--- src/rtl/wb_cmd_master.sv ---
// Command-driven Wishbone classic master: single read/write accesses or masked
// polling reads, with per-access ack timeout and a one-cycle response strobe.
module wb_cmd_master #(
   parameter int TIMEOUT_CYCLES = 16,
   parameter int POLL_MAX       = 255
) (
   input  logic        clk,
   input  logic        nRST,
   input  logic        cmd_valid,
   output logic        cmd_ready,
   input  logic        cmd_we,
   input  logic        cmd_poll,
   input  logic [31:0] cmd_adr,
   input  logic [31:0] cmd_dat,
   input  logic [31:0] cmd_mask,
   input  logic [3:0]  cmd_sel,
   output logic        rsp_valid,
   output logic [31:0] rsp_dat,
   output logic        rsp_err,
   output logic        rsp_poll_fail,
   output logic [31:0] wb_adr_o,
   output logic [31:0] wb_dat_o,
   output logic [3:0]  wb_sel_o,
   output logic        wb_we_o,
   output logic        wb_cyc_o,
   output logic        wb_stb_o,
   input  logic        wb_ack_i,
   input  logic [31:0] wb_dat_i
);

   localparam int WAIT_W = $clog2(TIMEOUT_CYCLES + 1);
   localparam int ATT_W  = $clog2(POLL_MAX + 1);

   typedef enum logic [1:0] {IDLE, BUS, GAP, RESP} state_t;

   state_t            state_q, state_d;
   logic [WAIT_W-1:0] wait_q, wait_d;
   logic [ATT_W-1:0]  att_q, att_d;
   logic              poll_q, poll_d;
   logic [31:0]       cmp_q, cmp_d;
   logic [31:0]       mask_q, mask_d;
   logic [31:0]       adr_q, adr_d;
   logic [31:0]       dat_q, dat_d;
   logic [3:0]        sel_q, sel_d;
   logic              we_q, we_d;
   logic              cyc_q, cyc_d;
   logic              rsp_valid_q, rsp_valid_d;
   logic [31:0]       rsp_dat_q, rsp_dat_d;
   logic              rsp_err_q, rsp_err_d;
   logic              rsp_poll_fail_q, rsp_poll_fail_d;
   logic              poll_match;
   logic              att_last;
   logic              wait_last;

   assign poll_match = ((wb_dat_i ^ cmp_q) & mask_q) == 32'h0;
   // att_q counts completed attempts, so the current access is number att_q+1
   assign att_last   = att_q >= ATT_W'(POLL_MAX - 1);
   assign wait_last  = wait_q == WAIT_W'(TIMEOUT_CYCLES - 1);

   always_comb begin
      state_d         = state_q;
      wait_d          = wait_q;
      att_d           = att_q;
      poll_d          = poll_q;
      cmp_d           = cmp_q;
      mask_d          = mask_q;
      adr_d           = adr_q;
      dat_d           = dat_q;
      sel_d           = sel_q;
      we_d            = we_q;
      cyc_d           = cyc_q;
      rsp_valid_d     = 1'b0;
      rsp_dat_d       = rsp_dat_q;
      rsp_err_d       = rsp_err_q;
      rsp_poll_fail_d = rsp_poll_fail_q;

      case (state_q)
         IDLE: begin
            if (cmd_valid) begin
               adr_d   = cmd_adr;
               sel_d   = cmd_sel;
               we_d    = cmd_we & ~cmd_poll;
               dat_d   = (cmd_we & ~cmd_poll) ? cmd_dat : 32'h0;
               poll_d  = cmd_poll;
               cmp_d   = cmd_dat;
               mask_d  = cmd_mask;
               cyc_d   = 1'b1;
               wait_d  = '0;
               att_d   = '0;
               state_d = BUS;
            end
         end
         BUS: begin
            // ack is checked before the timeout so it wins a same-cycle tie
            if (wb_ack_i) begin
               cyc_d = 1'b0;
               if (poll_q && att_q != ATT_W'(POLL_MAX)) begin
                  att_d = att_q + 1'b1;
               end
               if (poll_q && !poll_match && !att_last) begin
                  state_d = GAP;
               end else begin
                  state_d         = RESP;
                  rsp_valid_d     = 1'b1;
                  rsp_err_d       = 1'b0;
                  rsp_poll_fail_d = poll_q & ~poll_match;
                  rsp_dat_d       = we_q ? 32'h0 : wb_dat_i;
               end
            end else begin
               wait_d = wait_q + 1'b1;
               if (wait_last) begin
                  cyc_d           = 1'b0;
                  state_d         = RESP;
                  rsp_valid_d     = 1'b1;
                  rsp_err_d       = 1'b1;
                  rsp_poll_fail_d = 1'b0;
                  rsp_dat_d       = 32'h0;
               end
            end
         end
         GAP: begin
            cyc_d   = 1'b1;
            wait_d  = '0;
            state_d = BUS;
         end
         RESP: begin
            state_d = IDLE;
         end
         default: begin
            state_d = IDLE;
         end
      endcase
   end

   always_ff @(posedge clk) begin
      if (!nRST) begin
         state_q         <= IDLE;
         wait_q          <= '0;
         att_q           <= '0;
         poll_q          <= 1'b0;
         adr_q           <= 32'h0;
         dat_q           <= 32'h0;
         sel_q           <= 4'h0;
         we_q            <= 1'b0;
         cyc_q           <= 1'b0;
         rsp_valid_q     <= 1'b0;
         rsp_dat_q       <= 32'h0;
         rsp_err_q       <= 1'b0;
         rsp_poll_fail_q <= 1'b0;
      end else begin
         state_q         <= state_d;
         wait_q          <= wait_d;
         att_q           <= att_d;
         poll_q          <= poll_d;
         adr_q           <= adr_d;
         dat_q           <= dat_d;
         sel_q           <= sel_d;
         we_q            <= we_d;
         cyc_q           <= cyc_d;
         rsp_valid_q     <= rsp_valid_d;
         rsp_dat_q       <= rsp_dat_d;
         rsp_err_q       <= rsp_err_d;
         rsp_poll_fail_q <= rsp_poll_fail_d;
      end
   end

   // Poll compare operands only matter while a command is in flight
   always_ff @(posedge clk) begin
      cmp_q  <= cmp_d;
      mask_q <= mask_d;
   end

   assign cmd_ready     = (state_q == IDLE);
   assign wb_adr_o      = adr_q;
   assign wb_dat_o      = dat_q;
   assign wb_sel_o      = sel_q;
   assign wb_we_o       = we_q;
   assign wb_cyc_o      = cyc_q;
   assign wb_stb_o      = cyc_q;
   assign rsp_valid     = rsp_valid_q;
   assign rsp_dat       = rsp_dat_q;
   assign rsp_err       = rsp_err_q;
   assign rsp_poll_fail = rsp_poll_fail_q;

endmodule
--- config.mk ---
export PLATFORM = sky130hd
export DESIGN_NAME = wb_cmd_master
export DESIGN_NICKNAME = d
export VERILOG_FILES = /design/src/rtl/wb_cmd_master.sv
export SDC_FILE = /design/constraint.sdc
export NUM_CORES = 1
export LEC_CHECK = 0
export BUFFER_PORTS_ARGS = -buffer_cell sky130_fd_sc_hd__clkbuf_2
export CORE_MARGIN = 5
export CORE_UTILIZATION = 30
export DETAILED_ROUTE_END_ITERATION = 10
export GPL_ROUTABILITY_DRIVEN = 0
export PLACE_DENSITY = 0.54
export SLEW_MARGIN = 15
export SYNTH_ARGS = -nofsm -noshare
export SYNTH_HDL_FRONTEND = slang
export SYNTH_SLANG_ARGS = --single-unit
--- constraint.sdc ---
create_clock -name clk -period 5.3 [get_ports clk]
set_clock_uncertainty 0.05 [all_clocks]
set_input_delay 0.53 -clock clk [delete_from_list [all_inputs] [get_ports clk]]
set_output_delay 0.53 -clock clk [all_outputs]
set_load 0.02 [all_outputs]
Word-level counts from Yosys, hierarchy flattened. Index checks and enable logic that the tools add are counted.

Register bits after elaboration: 185. Output and inout port bits: 107. Word-level logic and storage cells: 81.

Add/subtract/negate cells: 2. Magnitude comparators: 1. Eq/ne operators: 11. Mux-type cells: 29. Bitwise gates (word level): 6. Reductions and logical operators: 17.

Operators by type and width (number): 32-bit 2-to-1 mux (5); 32-bit AND (1); 32-bit logical NOT (1); 32-bit bitwise XOR (1); 8-bit 2-to-1 mux (3); 8-bit case mux with 2 select lines (1); 5-bit case mux with 3 select lines (1); 1-bit 2-to-1 mux (12); 5-bit 2-to-1 mux (2); 2-bit != test, second input constant (5); 3-bit AND reduction (3); 8-bit by 1-bit adder with 8-bit output, second input constant (1); 8-bit >= comparator, second input constant (1); 8-bit != test, second input constant (1); 2-bit case mux with 4 select lines (1); 2-bit 2-to-1 mux (3); 2-bit AND reduction (3); 5-bit by 1-bit adder with 5-bit output, second input constant (1); 5-bit by 4-bit == test with 1-bit output, second input constant (1); 2-bit == test, second input constant (2); 4-bit AND reduction (1); 2-bit nonzero test (2); 1-bit logical AND (3); 3-bit != test, second input constant (1); other kinds (7) (10).

Depth between registers and ports, before layout. Gate-level depths: netlist of run 1.

Depth after elaboration: 9. Depth in mapped cells: 8.

Worst setup path before layout of run 1. Ideal clock, no wire load.

Kind: register to register. Start point: reg state_q[1]. End point: reg cmp_q[0], enable pin. Arrival time: 2.939 ns. Data required time: 4.797 ns. Setup slack: 1.858 ns. Stages on the path, launching flop included: 5. Period minus slack after synthesis: 3.442 ns. Path through: dfxtp_1 nor2_1 nand2_1 inv_1 buf_1.

Cells in the longest elaborated chain, start to end: 2.

Ends and longest elaborated chain: from (decl) (line 36) `state_t state_q, state_d;`; from (signal assigned) (line 151) `state_q <= state_d;`; 2-bit logical NOT; via cmd_ready (line 10) `output logic cmd_ready,`; 2-bit AND reduction (no source line); to (signal assigned) (line 169) `cmp_q <= cmp_d;`; to (decl) (line 40) `logic [31:0] cmp_q, cmp_d;`.

The timed path passes the listed nets, and every way through them passes these cells. A chain may end at the register's enable or synchronous reset.

Worst setup path after layout of run 1.
Start point: reg state_q[1]. End point: reg cmp_q[3], enable pin.

Cells in the longest elaborated chain, start to end: 2.

Ends and longest elaborated chain: 2-bit logical NOT (line 77) `case (state_q)`; 2-bit AND reduction (no source line).

Every way passes these cells.

==> results of run 1 <==
==> sequential cells by signal (all words and copies together), names as in the netlist <==
register	count
rsp_dat	32
rsp_poll_fail	1
poll_q	1
wb_adr_o	32
att_q	8
wb_we_o	1
wb_sel_o	4
rsp_valid	1
wb_dat_o	32
rsp_err	1
wait_q	5
cmp_q	32
wb_cyc_o	1
mask_q	32
state_q	2
==> per-stage QoR <==
step | cell area [um^2] | total power [mW] | instances | setup slack [ns] | hold slack (ns)
after floorplan | 6630 | 1.80 | 602 | 1.86 | 0.399
after global placement | 8120 | 1.96 | 1097 | 2.09 | 0.392
after detailed placement | 8120 | 1.96 | 1097 | 2.09 | 0.395
after CTS | 8710 | 3.23 | 1129 | 2.23 | 0.200
after global routing | 8710 | 3.32 | 1129 | 1.99 | 0.203
final | 8710 | 3.19 | 1129 | 2.31 | 0.222
==> synth_stat cells, drive strengths merged <==
cell     instances
nor4             1
nor3b            2
nand3            3
nand4b           1
buf              7
or4              1
a21o             1
a22oi           16
dfxtp          121
nor2            18
xor2            36
o211ai           2
o21bai           1
a22o            32
o21a             1
and3             1
nor3             2
a21boi           1
nand4            5
edfxtp          64
o21ai            7
o2111ai          1
xnor2            4
o22ai           33
a41oi            1
a21oi           47
or3              3
inv              7
nand2b           1
clkbuf          26
and4             1
nor2b            1
nand2          150
ha               4
==> worst min-delay path by stage <==
stage	slack (ns)	startpoint	endpoint	depth (start not counted)
detailed placement	0.40	wb_adr_o[21]	wb_adr_o[21]	2
global route	0.20	cmd_mask[29]	mask_q[29]	1
floorplan	0.40	wait_q[1]	wait_q[1]	2
finish	0.22	cmd_mask[31]	mask_q[31]	1
global placement	0.39	wb_adr_o[30]	wb_adr_o[30]	2
CTS	0.20	cmd_mask[31]	mask_q[31]	1
==> layout make-up <==
class / count / area [um^2]
timing repair buffer: 248 / 1250
clock inverter: 15 / 160
tap: 280 / 350
sequential: 185 / 4340
multi-input combinational: 377 / 2150
fill: 2176 / 13100
inverter: 7 / 28.8
clock buffer: 17 / 425
==> cell families after synthesis <==
family,share of synthesized area [%]
AND/OR/NAND/NOR,11.6
AO/OA/AOI/OAI,14.3
buffers and inverters,2.49
flip-flops,65.5
XOR/XNOR,5.28
adder cells (fa/ha/maj),0.755
==> metal layers <==
metal	share of wire (%)	global-route usage [%]
met4	2.1	5.48
met1	42	19.0
met2	50	25.8
met3	5.3	4.21
met5	0	0
==> report_power, final <==
part / internal (mW) / switching, mW / total, mW / leakage [nW]
clock: 0.668 / 0.597 / 1.27 / 0.291
sequential: 1.55 / 0.0327 / 1.58 / 1.59
combinational: 0.116 / 0.224 / 0.340 / 1.83
==> critical path: stages, from the launching register on <==
cell and delay [ns]:
dfxtp_1 0.34, nor2_1 0.15, nand2_1 0.46, buf_4 0.42, inv_4 0.44, buf_4 0.70
==> impl_metrics.yaml, run 1 <==
worst_setup_path:
  crit_end: "cmp_q[3]"
  rrSetupSlack_ns: 2.31
  crit_start: "state_q[1]"
  reg2regPathDepth: 5
  reg2reg_to: "cmp_q[3]"
  cp.arrival_ns: 3.00
  worstReg2RegStart: "state_q[1]"
  worstSetupPathType: "reg -> reg"
  cp_data_required_time_ns: 5.31
  crit_path_start_kind: "register"
  path_max_fanout: 65
  end_kind: "register"
logic_synthesis:
  yosysWarnings: 0
  yosys-top-cells-area: "dfxtp_1, edfxtp_1, nand2_1"
  syn_inst: 602
  ys_types: 38
  avgSynthCellArea_um2: 11.0
  ys_seq_area_share_pct: 65.5
  synth_area_leader_cell: "dfxtp_1"
  yosysTopAreaCellShare_pct: 36.5
  syn_nets: 744
  synth-seq-cells: 185
  netlist_area_um2: 6630
floorplan:
  num_rows: 54
  die_h_um: 159
  io_pins: 245
  die_area_um2: 25200
  coreArea_um2: 21800
  die_w_um: 159
  start_util_pct: 30.4
clock_network:
  cts_buffers: 17
  clock_sink_count: 185
  cts_max_path_buffers: 2
  clk_pin_slew_worst_paths_ns: 0.08
  postCtsSetupRepairBufs: 0
  cts_root_buf: "clkbuf_16"
  hold_buffers: 0
  clk_latency_ns: 0.43
  tritoncts: "done"
  cts.repair.resized: 0
  htreeDepth: 4
flow_run:
  max-cap-violations: 0
timing:
  period_share_pct: 56.4
  hold_viol: 0
  drv_slew: 0
  rsz0062_at_grt: "no"
  worstMarginPinSlew_ns: 0.983
  maxSlewHeadroom_pct: 34.1
  tns_ns: 0
  setup_viol: 0
  max_freq_ghz: 0.334
  finalCriticalPeriod_ns: 2.99
finish:
  syn_to_final_growth_pct: 31.3
  diodes: 0
  drive_gt1_share_pct: 33.7
  finalNetCount: 978
  layout_commonest_cell: "clkbuf_2"
  utilization_pct: 39.9
  layout_common_cells: "clkbuf_2, nand2_1, dfxtp_1"
route:
  wl_um: 19800
  vias_per_cell: 4.53
  first_pass_iters: 4
  drc_errors: 0
  ant_nets: 0
  vias: 5110
  drtIter0Drc: 296
  wire_per_inst_um: 17.5
grt:
  grt_pass1_wl_um: 29100
  grt_pass1_vias: 5096
  grt_max_degree: 66
  grt_usage_pct: 15.3
  antenna_found_initial: 0
  overflow: 0
placed_design:
  hpwl_um: 14500
  io_buffer_count: 244
power:
  leakage_nw: 3.72
  powerDensity_nw_per_um2: 366
  ir_drop_mv: 0.223
outcome:
  status: "complete, no violations"
min_path:
  worstHoldPathType: "in -> reg"
Note: power is estimated with default switching activity, not from simulation.
==> run 2: changes to the inputs <==
--- a/config.mk
+++ b/config.mk
@@ -10,7 +10,7 @@
 export CORE_UTILIZATION = 30
 export DETAILED_ROUTE_END_ITERATION = 10
 export GPL_ROUTABILITY_DRIVEN = 0
-export PLACE_DENSITY = 0.54
+export PLACE_DENSITY = 0.56
 export SLEW_MARGIN = 15
 export SYNTH_ARGS = -nofsm -noshare
 export SYNTH_HDL_FRONTEND = slang
==> constraint.sdc (replaced) <==
create_clock -name clk -period 2.5 [get_ports clk]
set_clock_uncertainty 0.05 [all_clocks]
set_input_delay 0.25 -clock clk [delete_from_list [all_inputs] [get_ports clk]]
set_output_delay 0.25 -clock clk [all_outputs]
set_load 0.02 [all_outputs]
==> impl_metrics.yaml, run 2 (same netlist as run 1, synthesis figures left out) <==
outcome:
  status: "complete, no violations"
floorplan:
  die_area_um2: 25200
  coreArea_um2: 21800
  io_pins: 245
  num_rows: 54
  die_h_um: 159
  die_w_um: 159
  start_util_pct: 30.4
grt:
  overflow: 0
  antenna_found_initial: 1
  grt_pass1_wl_um: 31100
  grt_usage_pct: 16.1
  grt_max_degree: 47
  grt_pass1_vias: 5787
flow_run:
  max-cap-violations: 0
placed_design:
  place_area_um2: 8220
  dp.cells: 1108
  pre_cts_slack_ns: 0.104
  io_buffer_count: 244
  hpwl_um: 14500
finish:
  design_area_um2: 9800
  ff_latch_area_um2: 4340
  layout_common_cells: "clkbuf_2, nand2_1, dfxtp_1"
  drive_gt1_share_pct: 30.8
  finalNonFillerCells: 1241
  layout_commonest_cell: "clkbuf_2"
  finalNetCount: 1089
  syn_to_final_growth_pct: 47.7
  final.fill_count: 2097
  multi_input_area_um2: 2160
route:
  ant_nets: 0
  vias_per_cell: 4.54
  wire_per_inst_um: 16.4
  drtIter0Drc: 279
  first_pass_iters: 4
  drc_errors: 0
  wl_um: 20400
  vias: 5630
worst_setup_path:
  worstSetupPathType: "reg -> reg"
  path_max_fanout: 27
  cp.arrival_ns: 2.61
  crit_path_start_kind: "register"
  end_kind: "register"
  cp_data_required_time_ns: 2.72
timing:
  finalCriticalPeriod_ns: 2.39
  period_share_pct: 95.5
  tns_ns: 0
  setup_ws_ns: 0.114
  maxSlewHeadroom_pct: 36.8
  max_freq_ghz: 0.419
  hold_viol: 0
  rsz0062_at_grt: "no"
  worstMarginPinSlew_ns: 0.946
  drv_slew: 0
  setup_viol: 0
clock_network:
  clk_pin_slew_worst_paths_ns: 0.07
  tritoncts: "done"
  cts_buffers: 17
  htreeDepth: 4
  clock_sink_count: 185
  clk_latency_ns: 0.42
  cts_root_buf: "clkbuf_16"
  cts_max_path_buffers: 2
power:
  leakage_nw: 4.18
  powerDensity_nw_per_um2: 697
  ir_drop_mv: 0.403
min_path:
  worstHoldPathType: "in -> reg"
## run 2: changes by cell type in the layout (fill, tap and decap cells not counted), moves of 2 or more
cell,change
inv_8,-2
a22oi_2,+2
clkbuf_1,+2
a22oi_1,-2
clkinv_4,-3
clkbuf_8,+2
clkinv_2,-2
clkinvlp_4,+2
buf_4,+10
dlygate4sd3_1,+100
## run 2: cell type report
cell class,instances,share of cell area [%]
Clock buffer,22,4.96
Antenna cell,1,0.0255
Timing Repair Buffer,359,24.0
Sequential cell,185,44.3
Tap cell,280,3.58
Inverter,7,0.294
Multi-Input combinational cell,377,22.0
Clock inverter,10,0.843
## run 2: power breakdown
part           switching (mW)  leakage (nW)  total [mW]  internal [mW]
Sequential             0.0724          1.59        3.36           3.29
Combinational           0.503          2.31       0.866          0.362
Clock                    1.19         0.273        2.60           1.41
Total                    1.77          4.18        6.83           5.06
## run 2: worst max-delay path, stage by stage, from the launching register on
cell	delay, ns
edfxtp_1	0.39
xor2_1	0.16
a22oi_1	0.37
nand4_1	0.17
or4_1	0.61
a21oi_4	0.19
buf_12	0.19
o22ai_1	0.09
## run 2: path summary, 6_finish.rpt
| check | from | endpoint | slack, ns | depth (start not counted) |
|---|---|---|---|---|
| max | cmp_q[29] | rsp_dat[28] | 0.11 | 7 |
| min | wb_dat_i[17] | rsp_dat[17] | 0.03 | 3 |
| max reg2reg | cmp_q[29] | rsp_dat[28] | 0.11 | 7 |
| min reg2reg | wb_adr_o[8] | wb_adr_o[8] | 0.41 | 2 |
## run 2: timing repair
| item | CTS | global route |
|---|---|---|
| setup buffers | 0 | 0 |
| endpoints found under the setup margin | 0 | 27 |
| resized for setup | 0 | 2 |
| hold buffers | 100 | 0 |
| endpoints found under the hold margin | 121 | 0 |
## run 2: layer usage
metal | track usage, % | vias to the layer above | share of wire, % | wire length [um]
met2 | 26.7 | 146 | 49 | 9970
met3 | 4.29 | 44 | 5.3 | 1080
li1 | - | 2819 | - | -
met4 | 6.38 | 2 | 3.3 | 668
met1 | 20.1 | 2619 | 42 | 8640
met5 | 0 | - | 0.064 | 13
## run 2: metrics by stage
step                util, %  total power, mW  hold slack, ns
finish                 44.9             6.83          0.0317
floorplan                 -             3.81           0.290
CTS                    44.8             6.93         0.00946
detailed placement     37.6             4.17           0.379
global placement       37.6             4.17           0.379
global route           44.9             7.16          0.0204
